[src/rtl/seven_seg_scan_ctrl_pkg.sv]
// Purpose : shared constants, widths helper and scan FSM encoding for the 7-segment scan controller.
// Latency : n/a (declarations only).
// Backpressure: n/a.
package seven_seg_scan_ctrl_pkg;

  // All segments dark on a common-anode display (active-low {a..g}).
  localparam logic [6:0] SEG_OFF = 7'h7F;

  // All anodes dark; sliced to N_DIGITS by the user (8 is the largest legal digit count).
  localparam logic [7:0] AN_OFF = 8'hFF;

  // Per-slot scan phase: BLANK suppresses ghosting, DRIVE lights the selected digit.
  typedef enum logic {
    BLANK = 1'b0,
    DRIVE = 1'b1
  } scan_state_e;

  // Counter width for values 0..n-1, never narrower than one bit.
  function automatic int cnt_width(input int n);
    return (n <= 2) ? 1 : $clog2(n);
  endfunction

endpackage

[src/rtl/seven_seg_decoder.sv]
// Purpose : hex nibble to active-low segment pattern {a..g} for a common-anode digit.
// Latency : combinational, zero cycles.
// Backpressure: none.
// Ports   : i_nibble (hex value 0..F), o_seg (segments a..g, 0 = lit).
module seven_seg_decoder (
  input  logic [3:0] i_nibble,
  output logic [6:0] o_seg
);

  always_comb begin
    o_seg = 7'b1111111;
    case (i_nibble)
      4'h0: o_seg = 7'b0000001;
      4'h1: o_seg = 7'b1001111;
      4'h2: o_seg = 7'b0010010;
      4'h3: o_seg = 7'b0000110;
      4'h4: o_seg = 7'b1001100;
      4'h5: o_seg = 7'b0100100;
      4'h6: o_seg = 7'b0100000;
      4'h7: o_seg = 7'b0001111;
      4'h8: o_seg = 7'b0000000;
      4'h9: o_seg = 7'b0000100;
      4'hA: o_seg = 7'b0001000;
      4'hB: o_seg = 7'b1100000;
      4'hC: o_seg = 7'b0110001;
      4'hD: o_seg = 7'b1000010;
      4'hE: o_seg = 7'b0110000;
      4'hF: o_seg = 7'b0111000;
      default: o_seg = 7'b1111111;
    endcase
  end

endmodule

[src/rtl/seven_seg_scan_ctrl.sv]
// Purpose : time-multiplexed scan of an N-digit common-anode 7-seg display, double-buffered, with per-slot blanking.
// Latency : all outputs registered; they reflect prescaler/digit state one cycle later.
// Backpressure: none; i_load is always accepted, the last load before a frame boundary wins.
// Ports   : i_clk/i_rst (sync, active-high); i_value/i_dp/i_en captured on i_load into the pending buffer;
//           i_blank_lz live leading-zero suppression; o_seg/o_dp/o_an active-low display drive;
//           o_frame_done one-cycle pulse after each frame boundary.
module seven_seg_scan_ctrl
  import seven_seg_scan_ctrl_pkg::*;
#(
  parameter int N_DIGITS    = 4,
  parameter int REFRESH_DIV = 100000,
  parameter int BLANK_CYC   = 16
) (
  input  logic                  i_clk,
  input  logic                  i_rst,
  input  logic [4*N_DIGITS-1:0] i_value,
  input  logic [N_DIGITS-1:0]   i_dp,
  input  logic [N_DIGITS-1:0]   i_en,
  input  logic                  i_load,
  input  logic                  i_blank_lz,
  output logic [6:0]            o_seg,
  output logic                  o_dp,
  output logic [N_DIGITS-1:0]   o_an,
  output logic                  o_frame_done
);

  localparam int IDX_W = cnt_width(N_DIGITS);
  localparam int PRE_W = cnt_width(REFRESH_DIV);

  localparam logic [PRE_W-1:0]    PRE_LAST  = PRE_W'(REFRESH_DIV - 1);
  localparam logic [PRE_W-1:0]    BLANK_END = PRE_W'(BLANK_CYC);
  localparam logic [IDX_W-1:0]    IDX_LAST  = IDX_W'(N_DIGITS - 1);
  localparam logic [N_DIGITS-1:0] AN_ALL    = AN_OFF[N_DIGITS-1:0];

  // Scan position
  logic [PRE_W-1:0] pre_q, pre_d;
  logic [IDX_W-1:0] idx_q, idx_d;
  scan_state_e      state_q, state_d;

  // Active (displayed) and pending (next frame) buffers
  logic [N_DIGITS-1:0][3:0] act_val_q, pend_val_q;
  logic [N_DIGITS-1:0]      act_dp_q, pend_dp_q;
  logic [N_DIGITS-1:0]      act_en_q, pend_en_q;
  logic                     pend_flag_q;

  // Registered outputs
  logic [6:0]          seg_q;
  logic                dp_q;
  logic [N_DIGITS-1:0] an_q;
  logic                frame_done_q;

  logic                tc;
  logic                boundary;
  logic                drive;
  logic [N_DIGITS-1:0] lz_blank;
  logic                all_zero;
  logic [N_DIGITS-1:0] an_sel;
  logic [6:0]          dec_seg;

  assign tc       = (pre_q == PRE_LAST);
  assign boundary = tc && (idx_q == IDX_LAST);

  always_comb begin
    pre_d   = tc ? '0 : pre_q + 1'b1;
    idx_d   = idx_q;
    if (tc) begin
      idx_d = (idx_q == IDX_LAST) ? '0 : idx_q + 1'b1;
    end
    // The state always tracks the prescaler phase, so it cannot drift from it.
    state_d = (pre_d < BLANK_END) ? BLANK : DRIVE;
  end

  // Digit k>0 is suppressed when it and every more-significant nibble are zero.
  always_comb begin
    lz_blank = '0;
    all_zero = 1'b1;
    for (int k = N_DIGITS - 1; k >= 1; k--) begin
      all_zero    = all_zero && (act_val_q[k] == 4'h0);
      lz_blank[k] = i_blank_lz && all_zero;
    end
  end

  always_comb begin
    an_sel        = AN_ALL;
    an_sel[idx_q] = 1'b0;
  end

  assign drive = (state_q == DRIVE) && act_en_q[idx_q] && !lz_blank[idx_q];

  seven_seg_decoder u_dec (
    .i_nibble (act_val_q[idx_q]),
    .o_seg    (dec_seg)
  );

  always_ff @(posedge i_clk) begin
    if (i_rst) begin
      pre_q        <= '0;
      idx_q        <= '0;
      state_q      <= BLANK;
      act_val_q    <= '0;
      act_dp_q     <= '0;
      act_en_q     <= '0;
      pend_val_q   <= '0;
      pend_dp_q    <= '0;
      pend_en_q    <= '0;
      pend_flag_q  <= 1'b0;
      seg_q        <= SEG_OFF;
      dp_q         <= 1'b1;
      an_q         <= AN_ALL;
      frame_done_q <= 1'b0;
    end else begin
      pre_q   <= pre_d;
      idx_q   <= idx_d;
      state_q <= state_d;

      // A load in the boundary cycle lands in pending and keeps the flag set,
      // so it is shown one frame later while the older pending value swaps now.
      if (i_load) begin
        pend_val_q  <= i_value;
        pend_dp_q   <= i_dp;
        pend_en_q   <= i_en;
        pend_flag_q <= 1'b1;
      end else if (boundary) begin
        pend_flag_q <= 1'b0;
      end

      if (boundary && pend_flag_q) begin
        act_val_q <= pend_val_q;
        act_dp_q  <= pend_dp_q;
        act_en_q  <= pend_en_q;
      end

      an_q         <= drive ? an_sel : AN_ALL;
      seg_q        <= drive ? dec_seg : SEG_OFF;
      dp_q         <= drive ? ~act_dp_q[idx_q] : 1'b1;
      frame_done_q <= boundary;
    end
  end

  assign o_seg        = seg_q;
  assign o_dp         = dp_q;
  assign o_an         = an_q;
  assign o_frame_done = frame_done_q;

endmodule

[config.mk]
export PLATFORM = sky130hd
export DESIGN_NAME = seven_seg_scan_ctrl
export DESIGN_NICKNAME = d
export VERILOG_FILES = /design/src/rtl/seven_seg_scan_ctrl_pkg.sv /design/src/rtl/seven_seg_decoder.sv /design/src/rtl/seven_seg_scan_ctrl.sv
export SDC_FILE = /design/constraint.sdc
export NUM_CORES = 1
export LEC_CHECK = 0
export BUFFER_PORTS_ARGS = -buffer_cell sky130_fd_sc_hd__buf_2
export CORE_MARGIN = 2
export CORE_UTILIZATION = 45
export CTS_CLUSTER_SIZE = 14
export DETAILED_ROUTE_END_ITERATION = 8
export PLACE_DENSITY = 0.68
export RECOVER_POWER = 25
export SLEW_MARGIN = 20
export SYNTH_ARGS = -nofsm -noshare
export SYNTH_HDL_FRONTEND = slang
export SYNTH_SLANG_ARGS = --single-unit
[constraint.sdc]
create_clock -name i_clk -period 1.95 [get_ports i_clk]
set_input_delay 0.585 -clock i_clk [delete_from_list [all_inputs] [get_ports i_clk]]
set_output_delay 0.585 -clock i_clk [all_outputs]
set_load 0.005 [all_outputs]
==> qor.txt, run 1 <==
Status -> finished, final reports clean
CP startpoint kind -> register
Worst r2r dst -> state_q$_SDFF_PP0_
Area contributors post-synth -> dfxtp_1 45%, mux2i_1 14%, nor2_1 7.3%
Clock slew at reported path FFs -> 90 ps
Post-route minimum period -> 1820 ps
WP data arrival -> 2050 ps
PwrDens -> 709 nW/um^2
Die area -> 8800 sq um
Number of flops mapped to enable cells by yosys -> 0
Pin count of the biggest net entering global routing -> 59
Post-synth net total -> 408
# IOs -> 41
CTS sink cnt -> 82
Initial Util -> 0.467
Netlist cell types -> 45
Vias in the first global route -> 2596
Antenna viol nets, final -> 0
Core ar. -> 7770 sq um
Port Buffers -> 40
FFs w/ async S/R, synth -> 0
Crit. End Element -> register
Initial DRT Pass Iterations -> 4
Slew HR -> 0.562
Crit share post-route -> 0.935
Top cell type by total area after synthesis -> dfxtp_1
Final-report hold violation count -> 0
Max Cap Viol -> 0
Post-Syn Area per Cell -> 9.83 sq um
First-pass GRT wire length -> 12300 microns
Area growth syn-to-layout -> 18.5%
Commonest non-fill, non-tap cells in the layout -> 77 x dfxtp_1, 71 x nor2_1, 49 x mux2i_1, 39 x buf_2, 24 x nand2_1
Final wirelength -> 7570 microns
Total gr overflow -> 0
Num rows -> 32
Antenna cells -> 0
Critical path, cell by cell -> ha_4 > and4_4 > buf_4 > nand3_2 > or2_4 > mux2i_1 > o2111a_1 > a31oi_1
CP Depth -> 8
Final setup viols -> 0
Worst-Margin Slew -> 654 ps
Die Y -> 93.8 microns
Psw -> 0.000732 W
Combinational power share -> 0.047
WHS -> 453 ps
Final GP Congestion -> 0.884
Chip width -> 93.8 microns
FF-to-FF path depth -> 8
Top cell type's share of synthesized area -> 0.452
Clock power frac -> 0.385
Register bit count reported by yosys -> 82
WS Path Type -> reg2reg
RR Startpoint -> pre_q[1]$_SDFF_PP0_
Longest Clk Path Bufs -> 2
Share of layout cells above drive strength 1 -> 0.256
Seq pwr share -> 0.568
Slowest-stage cell, CP -> dfxtp_2
Setup Skew -> 9.16 ps
H-tree Lvls -> 3
Hold-fix buffers, CTS -> 0
Mapped cell area -> 3630 sq um
Largest stage delay, worst path -> 360 ps
Initial DRC count -> 158
Worst EP required -> 2170 ps
Post-DP HPWL -> 5060 microns
Nets -> 460
Synth Warn # -> 0
Clk_lat worst skew -> 360 ps
Ys flop type -> dfxtp_1
Max-slew violations -> 0
Initial antenna violation count -> 0
Sw frac -> 0.240
Tot GR Track Use -> 0.179
Root buf cell -> clkbuf_8
Most common cell after layout, fill and taps aside -> dfxtp_1
Buf/Inv on CP -> 1
P_int -> 0.00232 W
Unrepaired setup endpoints after global routing -> no
Crit path max-delay family -> simple AND/OR/NAND/NOR gates
CP Max Fanout -> 4
Reg-to-reg slack, setup -> 130 ps
Via count -> 2774
Max frequency -> 548 MHz
CTS tree -> built
Setup crit end -> state_q$_SDFF_PP0_
TritonCTS buffer count -> 9
LEAKAGE -> 1.67 nW
Vias per cell -> 5.25
Cells after Synth -> 369
Max VDD drop -> 0.000439 V
Post-synthesis sequential area ratio -> 0.452
Hold WC Path Type -> in2reg
Avg WL per Cell -> 14.3 microns
Crit. Startpoint -> pre_q[1]$_SDFF_PP0_
Total negative slack -> 0 ps
Residual DRC count -> 0
## worst min-delay path by stage
stage                                  start                    endpoint  slack, ps  cells past startpoint
finish                            i_value[0]  pend_val_q[0]$_SDFFE_PP0P_        450                      3
detailed placement  pend_flag_q$_SDFFE_PP0P_    pend_flag_q$_SDFFE_PP0P_        470                      2
global route                      i_value[4]  pend_val_q[4]$_SDFFE_PP0P_        450                      3
CTS                               i_value[6]  pend_val_q[6]$_SDFFE_PP0P_        440                      3
global placement    pend_flag_q$_SDFFE_PP0P_    pend_flag_q$_SDFFE_PP0P_        460                      2
floorplan           pend_flag_q$_SDFFE_PP0P_    pend_flag_q$_SDFFE_PP0P_        450                      2
## through the flow
stage	util	instances	instance area [sq um]	setup slack [ps]	total power (W)
after floorplan	-	369	3630	6.12	0.00185
after global placement	0.511	506	3970	-117	0.00191
after detailed placement	0.511	506	3970	-213	0.00191
after CTS	0.537	522	4170	1.36	0.00307
after global routing	0.553	528	4300	6.83	0.00316
final	0.553	528	4300	127	0.00305
## tightest hold or removal path, stage by stage
cell     delay (ps)
buf_2            80
mux2i_1          50
nor2_1           70
## kinds of logic after synthesis
group,after synthesis,share of synthesized area
buf+inv,34,0.0583
flops,82,0.452
simple gates,140,0.180
mux,57,0.179
xor+xnor,17,0.0410
fa+ha+maj,11,0.0379
compound gates,28,0.0514
## registers in the layout, summed over array words and instances (netlist names), 2 cells and up
register / flops
pend_en_q: 4
o_seg: 7
pre_q: 17
pend_val_q: 16
idx_q: 2
act_val_q: 16
pend_dp_q: 4
act_en_q: 4
act_dp_q: 4
o_an: 4
## synthesized netlist by cell type, types with 3 or more instances
cell type  count
a31oi_1        4
clkbuf_1       8
buf_2          8
nand3_1        7
nor2_1        71
nand2_1       24
nand4_1        6
mux2i_1       49
o21ai_0        8
dfxtp_1       82
and3_1         4
inv_1          9
nor4_1         7
nor3_1         7
xnor2_1       10
ha_1          11
mux4_2         6
xor2_1         7
buf_6          3
o211ai_1       3
a21oi_1        3
## what timing repair did
action | 4_1_cts | 5_1_grt
hold endpoints to repair | 0 | 0
setup buffers | 0 | 4
gates cloned | 0 | 2
resized for setup | 4 | 15
endpoints found under the setup margin | 7 | 26
pin swaps | 0 | 1
## power by group through the flow
stage          Sequential (W)  Clock [W]  Combinational (W)
2_1_floorplan         0.00176          0          0.0000850
3_3_place_gp          0.00177          0           0.000139
3_5_place_dp          0.00177          0           0.000143
4_1_cts               0.00173    0.00120           0.000144
5_1_grt               0.00174    0.00126           0.000162
6_report              0.00173    0.00117           0.000143
## routing by layer
| layer | up-vias | global-route usage | part of all wire |
|---|---|---|---|
| li1 | 1380 | - | - |
| met1 | 1309 | 0.253 | 0.49 |
| met2 | 68 | 0.257 | 0.43 |
| met3 | 17 | 0.0538 | 0.055 |
| met4 | 0 | 0.0664 | 0.021 |
| met5 | - | 0 | 0 |
## cell type report
cell class                 instances  area, sq um
tap                              102          128
sequential                        82         1650
clock inverter                     5         38.8
inverter                           9         33.8
fill                             709         3470
multi-input combinational        254         1860
timing repair buffer              65          442
clock buffer                      11          151
(Power assumes the default switching activity.)
==> run 2: changes to the inputs <==
ABC_AREA = 1   (was not set)
==> run 2 against run 1 <==
  * Final cell count up 22%
  * Clock skew grew 2.2 ps
  * Core utilization decreased by 2.6 points
  * Clock-buffer cell count did not move
  * Sequential power barely moved
  * Global-route usage up 0.76 points
  * Critical path type unchanged
  * Largest power group unchanged
  * Highest routed layer unchanged
==> qor.txt, run 2 <==
Status -> finished, final reports clean
Residual DRC count -> 0 (unchanged)
First-pass GRT wire length -> 13100 microns (+6.3%)
Max-slew violations -> 0 (unchanged)
Initial DRC count -> 123 (-22%)
Commonest non-fill, non-tap cells in the layout -> 121 x nor2_1, 80 x dfxtp_1, 66 x nand2_1, 60 x o21ai_0, 39 x buf_2
Worst EP required -> 2180 ps (about the same)
Tot GR Track Use -> 0.186 (+0.00764)
Pin count of the biggest net entering global routing -> 52 (-12%)
Cells after Synth -> 495 (+34%)
Largest reg by FF count -> pre_q
Final GP Congestion -> 0.911 (+3.0%)
Final wirelength -> 7520 microns (-0.74%)
Synth Warn # -> 0 (unchanged)
Top cell type's share of synthesized area -> 0.451 (-0.00155)
WP data arrival -> 1970 ps (-80 ps)
Largest regs -> pre_q: 17 flops, act_val_q: 16 flops, pend_val_q: 16 flops
Number of flip-flops in the largest register -> 17 (unchanged)
Initial antenna violation count -> 0 (unchanged)
Crit path max-delay family -> compound AO/OA/AOI/OAI gates
Post-synth net total -> 534 (+31%)
Hold-fix buffers, CTS -> 0 (unchanged)
Number of flops mapped to enable cells by yosys -> 0 (unchanged)
Final-report hold violation count -> 0 (unchanged)
CTS tree -> built
Slew HR -> 0.507 (-0.0550)
WS Path Type -> reg2reg
Chip width -> 94.0 microns (+0.17%)
Clk_lat worst skew -> 350 ps (about the same)
Die area -> 8830 sq um (+0.33%)
Post-Syn Area per Cell -> 7.36 sq um (-25%)
PwrDens -> 719 nW/um^2 (+1.4%)
Mapped cell area -> 3640 sq um (+0.34%)
Setup Skew -> 11.3 ps (+2.16 ps)
Vias per cell -> 4.93 (-6.2%)
H-tree Lvls -> 3 (unchanged)
LEAKAGE -> 1.74 nW (+4.6%)
Nets -> 574 (+25%)
Crit share post-route -> 0.895 (-0.0404)
Total negative slack -> 0 ps (unchanged)
Die Y -> 94.0 microns (+0.17%)
TritonCTS buffer count -> 9 (unchanged)
CP startpoint kind -> register
Area contributors post-synth -> dfxtp_1 45%, nor2_1 12%, o21ai_0 8.4%
Via count -> 3163 (+14%)
Avg WL per Cell -> 11.7 microns (-18%)
Initial DRT Pass Iterations -> 5 (+1)
Register bit count reported by yosys -> 82 (unchanged)
Total gr overflow -> 0 (unchanged)
Top post-synthesis cells by count -> 121 x nor2_1, 82 x dfxtp_1, 67 x nand2_1, 61 x o21ai_0, 33 x inv_1
Buf/Inv on CP -> 2 (+1)
Longest Clk Path Bufs -> 2 (unchanged)
Crit. End Element -> register
Core ar. -> 7770 sq um (unchanged)
Unrepaired setup endpoints after global routing -> no
Top cell type by total area after synthesis -> dfxtp_1
Largest stage delay, worst path -> 370 ps (about the same)
Hold WC Path Type -> in2reg
Share of layout cells above drive strength 1 -> 0.180 (-0.0762)
Post-route minimum period -> 1740 ps (-78.8 ps)
Max Cap Viol -> 0 (unchanged)
Post-DP HPWL -> 5470 microns (+8.2%)
Cell with the most instances after synthesis -> nor2_1
Final setup viols -> 0 (unchanged)
Most common cell after layout, fill and taps aside -> nor2_1
Slowest-stage cell, CP -> dfxtp_2
Max frequency -> 573 MHz (+4.5%)
# IOs -> 41 (unchanged)
Netlist cell types -> 32 (-29%)
Post-route cell area -> 4100 sq um (-4.6%)
Root buf cell -> clkbuf_8
CP Max Fanout -> 8 (+4)
Max VDD drop -> 0.000368 V (-16%)
Ys flop type -> dfxtp_1
Initial Util -> 0.469 (+0.00161)
Area growth syn-to-layout -> 12.6%
Antenna viol nets, final -> 0 (unchanged)
Clock slew at reported path FFs -> 80 ps (about the same)
DP Area -> 3930 sq um (-0.98%)
Critical path, cell by cell -> buf_4 > a21oi_1 > o21ai_0 > nand2_2 > inv_1 > ha_1 > o21ai_1 > o21bai_1 > nand3_1
Worst-Margin Slew -> 739 ps (+84.6 ps)
Vias in the first global route -> 2984 (+15%)
Port Buffers -> 40 (unchanged)
Num rows -> 32 (unchanged)
FFs w/ async S/R, synth -> 0 (unchanged)
Antenna cells -> 0 (unchanged)
CTS sink cnt -> 82 (unchanged)
Post-synthesis sequential area ratio -> 0.451 (-0.00155)
[run 2: changes by cell type after synthesis, moves of 6 or more]
cell,previous run,this run
a21oi_1,3,20
inv_1,9,33
inv_2,0,9
mux2i_1,49,0
mux4_2,6,0
nand2_1,24,67
nand3_1,7,23
nor2_1,71,121
o21ai_0,8,61
o21ai_1,0,7
xnor2_1,10,1
[run 2: through the flow]
stage	setup slack (ps)	utilization	cells	total power, W	hold WS [ps]
after global placement	209	0.506	626	0.00190	445
after CTS	56.9	0.528	642	0.00298	444
final	205	0.528	642	0.00295	451
after floorplan	183	-	495	0.00185	424
after global routing	58.9	0.528	642	0.00308	448
after detailed placement	85.0	0.506	626	0.00190	455
[run 2: final cells by class]
cell class | instances | area, sq um
clock buffers | 11 | 141
clock inverters | 5 | 30.0
fillers | 798 | 3670
inverters | 43 | 163
multi-input cells | 350 | 1730
flip-flops and latches | 82 | 1640
well taps | 102 | 128
repair buffers | 49 | 264
[run 2: what timing repair did]
| item | CTS | global route |
|---|---|---|
| buffers inserted | 0 | 0 |
| resized for setup | 0 | 4 |
| endpoints found under the setup margin | 0 | 5 |
| endpoints found under the hold margin | 0 | 0 |
[run 2: kinds of logic (layout without fill, tap and decap cells)]
family                   after synthesis  in the layout  synth area share
AO/OA/AOI/OAI                         98             98             0.144
XOR/XNOR                               3              3           0.00722
adder cells (fa/ha/maj)               11             11            0.0378
buffers and inverters                 63            108            0.0746
flip-flops                            82             82             0.451
AND/OR/NAND/NOR                      238            238             0.285
[run 2: worst paths after layout]
path                         start                         to  slack (ps)  cells after the start
max          idx_q[0]$_SDFFE_PP0N_        o_seg[6]$_SDFF_PP1_         210                      9
min reg2reg    pre_q[0]$_SDFF_PP0_        pre_q[0]$_SDFF_PP0_         470                      1
min                        i_en[0]  pend_en_q[0]$_SDFFE_PP0P_         450                      3
max reg2reg  idx_q[0]$_SDFFE_PP0N_        o_seg[6]$_SDFF_PP1_         210                      9
[run 2: per-layer routing]
metal	vias up	GRT usage	part of all wire	wire length, microns
met5	-	0	0	0
met2	62	0.297	0.45	3380
li1	1676	-	-	-
met4	0	0.0882	0.022	165
met1	1411	0.243	0.49	3660
met3	14	0.0353	0.042	316
[run 2: tightest hold or removal path, stage by stage]
cell and delay [ps]:
buf_2 80, nor2_1 40, nor2_1 80
[run 2: report_power, final]
group          internal (W)  switching [W]
logic             0.0000519      0.0000740
clock network      0.000491       0.000596
registers           0.00171      0.0000206
total               0.00226       0.000690
